<file path="src/rtl/hdc_csr_sequencer.sv">
// Drives an HDC accelerator through its CSR port: configures it, streams samples in,
// polls for completion and returns the class result, with a bounded status-poll timeout.
module hdc_csr_sequencer #(
  parameter int CSR_WIDTH      = 32,
  parameter int CSR_ADDR_WIDTH = 32,
  parameter int POLL_LIMIT     = 1024
) (
  input  logic                      clk_i,
  input  logic                      rst_ni,
  input  logic                      start_i,
  input  logic [2:0]                cfg_binding_i,
  input  logic [23:0]               cfg_bundling_i,
  input  logic [CSR_WIDTH-1:0]      cfg_am_base_i,
  input  logic [CSR_WIDTH-1:0]      cfg_am_max_i,
  input  logic                      smp_valid_i,
  output logic                      smp_ready_o,
  input  logic [5:0]                smp_value_i,
  input  logic [5:0]                smp_shift_i,
  input  logic                      smp_last_i,
  output logic [CSR_ADDR_WIDTH-1:0] csr_addr_o,
  output logic [CSR_WIDTH-1:0]      csr_wr_data_o,
  output logic                      csr_wr_en_o,
  output logic                      csr_req_valid_o,
  input  logic                      csr_req_ready_i,
  input  logic [CSR_WIDTH-1:0]      csr_rd_data_i,
  input  logic                      csr_rsp_valid_i,
  output logic                      busy_o,
  output logic                      result_valid_o,
  output logic [4:0]                result_o,
  output logic                      timeout_o
);

  localparam int CNT_W = $clog2(POLL_LIMIT + 1);

  typedef enum logic [3:0] {
    IDLE, W_RST, W_BIND, W_BUND, W_BASE, W_MAX, W_START, GET_SMP,
    POLL_RDY, W_IN, W_CLR, W_DONE, POLL_OUT, FINISH, ERR
  } state_t;

  state_t                state_reg, state_next;
  logic [2:0]            binding_reg;
  logic [23:0]           bundling_reg;
  logic [CSR_WIDTH-1:0]  am_base_reg, am_max_reg;
  logic [5:0]            value_reg, shift_reg;
  logic                  last_reg;
  logic [CNT_W-1:0]      poll_cnt_reg, poll_cnt_next;
  logic [4:0]            result_reg;
  logic                  timeout_reg;
  logic                  rdy_hit, out_hit, poll_last;
  logic                  rd_unused;

  // A status read only counts as a match when the response carried data.
  assign rdy_hit   = csr_req_ready_i && csr_rsp_valid_i && csr_rd_data_i[1];
  assign out_hit   = csr_req_ready_i && csr_rsp_valid_i && csr_rd_data_i[2];
  assign poll_last = (poll_cnt_reg == CNT_W'(POLL_LIMIT - 1));
  assign rd_unused = ^{csr_rd_data_i[CSR_WIDTH-1:8], csr_rd_data_i[0]};

  assign busy_o         = (state_reg != IDLE);
  assign result_valid_o = (state_reg == FINISH);
  assign result_o       = result_reg;
  assign timeout_o      = timeout_reg;

  always_comb begin
    state_next      = state_reg;
    poll_cnt_next   = poll_cnt_reg;
    smp_ready_o     = 1'b0;
    csr_req_valid_o = 1'b0;
    csr_wr_en_o     = 1'b0;
    csr_addr_o      = '0;
    csr_wr_data_o   = '0;
    case (state_reg)
      IDLE: if (start_i) state_next = W_RST;
      W_RST, ERR: begin
        csr_req_valid_o = 1'b1;
        csr_wr_en_o     = 1'b1;
        csr_addr_o      = CSR_ADDR_WIDTH'(7);
        csr_wr_data_o   = CSR_WIDTH'(1);
        if (csr_req_ready_i) state_next = (state_reg == ERR) ? IDLE : W_BIND;
      end
      W_BIND: begin
        csr_req_valid_o = 1'b1;
        csr_wr_en_o     = 1'b1;
        csr_addr_o      = CSR_ADDR_WIDTH'(3);
        csr_wr_data_o   = CSR_WIDTH'(binding_reg);
        if (csr_req_ready_i) state_next = W_BUND;
      end
      W_BUND: begin
        csr_req_valid_o = 1'b1;
        csr_wr_en_o     = 1'b1;
        csr_addr_o      = CSR_ADDR_WIDTH'(4);
        csr_wr_data_o   = CSR_WIDTH'(bundling_reg);
        if (csr_req_ready_i) state_next = W_BASE;
      end
      W_BASE: begin
        csr_req_valid_o = 1'b1;
        csr_wr_en_o     = 1'b1;
        csr_addr_o      = CSR_ADDR_WIDTH'(5);
        csr_wr_data_o   = am_base_reg;
        if (csr_req_ready_i) state_next = W_MAX;
      end
      W_MAX: begin
        csr_req_valid_o = 1'b1;
        csr_wr_en_o     = 1'b1;
        csr_addr_o      = CSR_ADDR_WIDTH'(6);
        csr_wr_data_o   = am_max_reg;
        if (csr_req_ready_i) state_next = W_START;
      end
      W_START: begin
        csr_req_valid_o = 1'b1;
        csr_wr_en_o     = 1'b1;
        csr_addr_o      = '0;
        csr_wr_data_o   = CSR_WIDTH'(1);
        if (csr_req_ready_i) state_next = GET_SMP;
      end
      GET_SMP: begin
        smp_ready_o = 1'b1;
        if (smp_valid_i) begin
          state_next    = POLL_RDY;
          poll_cnt_next = '0;
        end
      end
      POLL_RDY, POLL_OUT: begin
        csr_req_valid_o = 1'b1;
        csr_addr_o      = CSR_ADDR_WIDTH'(2);
        // A match on the last allowed poll wins over the timeout.
        if (state_reg == POLL_RDY && rdy_hit) state_next = W_IN;
        else if (state_reg == POLL_OUT && out_hit) state_next = FINISH;
        else if (csr_req_ready_i) begin
          if (poll_last) state_next = ERR;
          else poll_cnt_next = poll_cnt_reg + 1'b1;
        end
      end
      W_IN, W_CLR: begin
        csr_req_valid_o = 1'b1;
        csr_wr_en_o     = 1'b1;
        csr_addr_o      = CSR_ADDR_WIDTH'(1);
        csr_wr_data_o   = CSR_WIDTH'({shift_reg, value_reg, (state_reg == W_IN)});
        if (csr_req_ready_i) begin
          if (state_reg == W_IN) state_next = W_CLR;
          else state_next = last_reg ? W_DONE : GET_SMP;
        end
      end
      W_DONE: begin
        csr_req_valid_o = 1'b1;
        csr_wr_en_o     = 1'b1;
        csr_addr_o      = CSR_ADDR_WIDTH'(1);
        csr_wr_data_o   = CSR_WIDTH'(14'h2000);
        if (csr_req_ready_i) begin
          state_next    = POLL_OUT;
          poll_cnt_next = '0;
        end
      end
      FINISH:  state_next = IDLE;
      default: state_next = IDLE;
    endcase
  end

  always_ff @(posedge clk_i or negedge rst_ni) begin
    if (!rst_ni) begin
      state_reg    <= IDLE;
      binding_reg  <= '0;
      bundling_reg <= '0;
      am_base_reg  <= '0;
      am_max_reg   <= '0;
      value_reg    <= '0;
      shift_reg    <= '0;
      last_reg     <= 1'b0;
      poll_cnt_reg <= '0;
      result_reg   <= '0;
      timeout_reg  <= 1'b0;
    end else begin
      state_reg    <= state_next;
      poll_cnt_reg <= poll_cnt_next;
      if (state_reg == IDLE && start_i) begin
        binding_reg  <= cfg_binding_i;
        bundling_reg <= cfg_bundling_i;
        am_base_reg  <= cfg_am_base_i;
        am_max_reg   <= cfg_am_max_i;
        timeout_reg  <= 1'b0;
      end
      if (state_reg == GET_SMP && smp_valid_i) begin
        value_reg <= smp_value_i;
        shift_reg <= smp_shift_i;
        last_reg  <= smp_last_i;
      end
      if (state_reg == POLL_OUT && out_hit) result_reg <= csr_rd_data_i[7:3];
      if (state_next == ERR && state_reg != ERR) timeout_reg <= 1'b1;
    end
  end

endmodule

</file>
<file path="config.mk">
export PLATFORM = sky130hd
export DESIGN_NAME = hdc_csr_sequencer
export DESIGN_NICKNAME = d
export VERILOG_FILES = /design/src/rtl/hdc_csr_sequencer.sv
export SDC_FILE = /design/constraint.sdc
export NUM_CORES = 1
export LEC_CHECK = 0
export CORE_ASPECT_RATIO = 0.8
export CORE_MARGIN = 2
export CORE_UTILIZATION = 49
export DETAILED_ROUTE_END_ITERATION = 8
export PLACE_DENSITY_LB_ADDON = 0.1
export SLEW_MARGIN = 30
export SYNTH_ARGS = -nofsm -noshare
export SYNTH_HDL_FRONTEND = slang
export SYNTH_SLANG_ARGS = --single-unit
</file>
<file path="constraint.sdc">
create_clock -name clk_i -period 3.4 [get_ports clk_i]
set_input_delay 0.68 -clock clk_i [delete_from_list [all_inputs] [get_ports clk_i]]
set_output_delay 0.68 -clock clk_i [all_outputs]
set_load 0.05 [all_outputs]
</file>
Word-level counts from Yosys, hierarchy flattened
Cells that the tools add are included.
{"block": "word_totals", "register_bits": 125, "latchBits": 0, "ramBits": 0, "mem_bits_ro": 0, "in_bits": 142, "output_inout_bits": 75, "word_cells": 87, "n_memories": 0}
{"block": "classes", "addsub": 1, "multipliers": 0, "n_div": 0, "n_lt_le_gt_ge": 0, "eq_ne": 23, "shift": 0, "muxes": 32, "n_bitwise": 0, "reduce_logical": 20}
{"operator": "32-bit case mux with 7 select lines", "count": 1}
{"operator": "11-bit two-way mux", "count": 6}
{"operator": "4-bit two-way mux", "count": 16}
{"operator": "4-bit case mux with 11 select lines", "count": 1}
{"operator": "11-bit case mux with 3 select lines", "count": 1}
{"operator": "4-bit equality test, second input constant", "count": 8}
{"operator": "3-bit case mux with 7 select lines", "count": 1}
{"operator": "4-bit by 3-bit equality test with 1-bit output, second input constant", "count": 4}
{"operator": "2-bit != test, second input constant", "count": 6}
{"operator": "12-bit OR reduction", "count": 1}
{"operator": "11-bit by 1-bit adder with 11-bit output, second input constant", "count": 1}
{"operator": "11-bit by 10-bit equality test with 1-bit output, second input constant", "count": 1}
{"operator": "10-bit OR reduction", "count": 1}
{"operator": "4-bit by 2-bit equality test with 1-bit output, second input constant", "count": 2}
{"operator": "1-bit logical AND", "count": 8}
{"operator": "7-bit AND reduction", "count": 1}
{"operator": "2-bit OR reduction", "count": 3}
{"operator": "3-bit OR reduction", "count": 2}
{"operator": "1-bit two-way mux", "count": 5}
{"operator": "4-bit by 1-bit equality test with 1-bit output, second input constant", "count": 1}
{"operator": "4-bit logical NOT", "count": 1}
{"operator": "4-bit != test, second input constant", "count": 1}
{"operator": "4-bit nonzero test", "count": 1}
{"operator": "3-bit nonzero test", "count": 1}
{"operator": "2 further kinds", "count": 2}

Longest topological paths before layout
{"block": "depth", "depth_word": 9, "ltp_mapped": 8, "ltp_nobuf": 6}

Least setup slack after synthesis
Ideal clock, no wire load.
{"block": "synth_path", "path_type": "register to output", "startpoint": "register state_reg[3]", "endpoint": "output csr_addr_o[0]", "t_arrival_ps": 2248, "required_time_ps": 2720, "path_slack_ps": 472, "stages_incl_launch_ff": 5, "path_buffers": 2, "path_cell_list": "dfrtp_1 > clkbuf_1 > clkbuf_1 > a211oi_1 > a211oi_1"}
{"block": "synth_via", "elab_chain_len": 3, "elab_cells_between_ends": 15, "cone_classes": "eq/ne (11); mux (1); reduce/logical (3)"}
{"item": "start, declared", "line_no": "40", "source": "state_t state_reg, state_next;"}
{"item": "start signal, assigned", "line_no": "172", "source": "state_reg <= state_next;"}
{"item": "4-bit equality test / 4-bit by 1-bit equality test with 1-bit output (equally long branches)", "line_no": "71", "source": "case (state_reg)"}
{"item": "3-bit OR reduction (no source line) (tied with other cells)"}
{"item": "3-bit case mux with 7 select lines *", "line_no": "71"}
{"item": "end, declared", "line_no": "20", "source": "output logic [CSR_ADDR_WIDTH-1:0] csr_addr_o,"}
Mark *: on every way between the ends. The rest lies on a longest branch, timed or not.

Worst setup path in the final report
{"block": "layout_path", "startpoint": "register state_reg[3]", "endpoint": "output csr_wr_data_o[2]"}
{"block": "layout_via", "elab_chain_len": 3, "elab_cells_between_ends": 13, "cone_classes": "eq/ne (10); mux (1); reduce/logical (2)"}
{"item": "4-bit equality test (tied with other cells)", "line_no": "71"}
{"item": "3-bit OR reduction (no source line) / 2-bit OR reduction (equally long branches)"}
{"item": "32-bit case mux with 7 select lines *", "line_no": "71"}
{"item": "end, declared", "line_no": "21", "source": "output logic [CSR_WIDTH-1:0] csr_wr_data_o,"}
Marks and branches as above.

==> flow_summary.ini <==
[status]
status = completed

[cells_and_area]
diodes = 0
layout-drive-gt1-share = 0.293
final_cell_mix = clkdlybuf4s50_1, dfrtp_1, mux2_2
nets = 817
synthToLayoutAreaGrowth_pct = 44.1
final_common_cell = clkdlybuf4s50_1

[clock_network]
root_buffer = clkbuf_16
htree_num_levels = 4
clk_pin_slew_ns = 0.06
cts_sinks = 125
numCtsBuffers = 17
cts.hold.buffers_added = 0
clockBufferDepth = 2
cts_tree = built
clock_latency_ns = 0.42

[power]
ir_drop_v = 0.000586
p_leak_uw = 0.00381
power.density_mw_per_mm2 = 1020

[route]
wl_um = 15100
wl_per_cell_um = 18.0
viasPerCell = 5.59
drtIter0Drc = 366
ant_nets = 0
drc = 0
via_count = 4693
drt_pre_antenna_iters = 5

[timing]
tightest_slew_ns = 0.646
slew_headroom = 0.569
finalWorstSetupSlack_ns = 0.170
setup_viol = 0
period_needed_ns = 3.23
hold_violations = 0
clock.fmax_mhz = 310
rsz0062_at_grt = no
skew_ns = 0.00736
fin_setup_tns_ns = 0
finalCritPeriodShare = 0.950
maxSlewViolCount = 0

[worst_hold_path]
hold_class = in -> async

[place]
dp_hpwl_um = 10600
place_ws_ns = 0.562
place_congestion = 0.896
port-buffer-count = 162

[synth]
syn_area_mm2 = 0.00604
syn_avg_cell_area_um2 = 11.9
synth_edf_count = 0
syn_inst = 508
yosys_warnings = 0
synthArstFlopShare = 1.00
synth_ff_type = dfrtp_1
synth-seq-area-share = 0.518
synth_largest_area_cell = dfrtp_1
synth_cell_types = 53
ys_ff_latch = 125
synthTopCellsByArea = dfrtp_1, mux2_2, nand2_1, buf_4, a222oi_1
netlist.area_leader.share = 0.518

[critical_path]
start_kind = register
worst-path-max-fanout = 20
end_kind = output port
crit_path_start = state_reg[3]
slowest_stage = dfrtp_1
r2r_start = state_reg[1]
max_stage_delay_ns = 0.72
required_ns = 2.72
timing_worst_setup_path_type = reg -> out
arrival_ns = 2.55
worstPathCellList = nand2b_1, nor2_2, buf_4, a222oi_1, o31ai_1, buf_12

[floorplanning]
rows = 36
die_w_um = 128
io_pins = 217
core_mm2 = 0.0121
fp.dieH_um = 103
start_util = 0.498
fp.dieArea_mm2 = 0.0132

[global_routing]
gr-usage-all-layers = 0.240
grt_start_max_net_pins = 56
overflow = 0
grt_pass1_wl_um = 24100
antenna_found_initial = 2
grt_pass1_vias = 4704

[flow_run]
drv_cap = 0
==> synth_stat cells (2+ instances only) <==
master	instances
a211oi_1	2
a21oi_1	8
a222oi_1	13
a22o_1	8
a22oi_1	12
and3_1	4
and4_1	2
buf_2	14
buf_4	29
buf_6	3
clkbuf_1	14
dfrtp_1	125
inv_1	6
mux2_2	110
nand2_1	60
nand2b_1	5
nand3_1	5
nor2_1	17
nor2_4	2
nor3_1	3
nor4_1	2
o2111ai_1	2
o211ai_1	6
o21a_1	3
o21ai_0	13
o21ai_1	2
o22ai_1	3
o311ai_0	2
o31ai_1	3
o41ai_1	2
or4_1	6
==> critical path, delay by kind of cell, from the launching register on <==
kind / cells / cell delay [ns]
buffers and inverters: 2 / 0.40
and+or+nand+nor: 2 / 0.42
DFF: 1 / 0.72
AOI/OAI and AO/OA: 2 / 0.57
==> power by group <==
part	switching [µW]	internal, µW
clock network	690	1200
registers	409	2170
logic	2380	2050
==> per-stage QoR <==
stage	instance area, µm²	hold slack (ns)	util	power (µW)	cells
2_1_floorplan	6140	0.384	-	5240	536
3_3_place_gp	8060	0.481	0.665	6910	807
3_5_place_dp	8060	0.489	0.665	7030	807
4_1_cts	8680	0.306	0.716	8940	839
5_1_grt	8700	0.326	0.718	9340	839
6_report	8700	0.276	0.718	8900	839
==> layout make-up <==
type,instances,area [µm²]
Multi-Input combinational cell,344,2640
Sequential cell,125,3130
Tap cell,152,190
Fill cell,833,3420
Inverter,7,30.0
Clock buffer,21,460
Timing Repair Buffer,179,2090
Clock inverter,11,159
==> path summary, 6_finish.rpt <==
check	end	slack (ns)	depth (start not counted)
setup / recovery	csr_wr_data_o[2]	0.17	6
hold / removal	am_max_reg[3]	0.28	1
setup reg to reg	am_max_reg[10]	1.18	5
hold reg to reg	timeout_o	0.50	2
max in group asynchronous	value_reg[0]	2.33	2
min in group clk_i	timeout_o	0.50	2
==> per-layer routing <==
layer,track usage,part of all wire,wire [µm],vias up
li1,-,-,-,2141
met1,0.294,0.41,6160,2335
met2,0.383,0.48,7260,192
met3,0.0957,0.093,1400,25
met4,0.101,0.020,296,0
met5,0,0,0,-
==> logic make-up after synthesis <==
group,synth area share
other,0.000621
muxes,0.207
and+or+nand+nor,0.0889
adders and majority gates,0.00207
buffers and inverters,0.0663
AOI/OAI and AO/OA,0.115
DFF,0.518
xor gates and xnor gates,0.00145
==> what timing repair did <==
| item | 4_1_cts | 5_1_grt |
|---|---|---|
| setup buffers | 0 | 0 |
| resized for setup | 0 | 6 |
| setup endpoints to repair | 0 | 14 |
No activity file was read; power rests on OpenSTA's default activity.
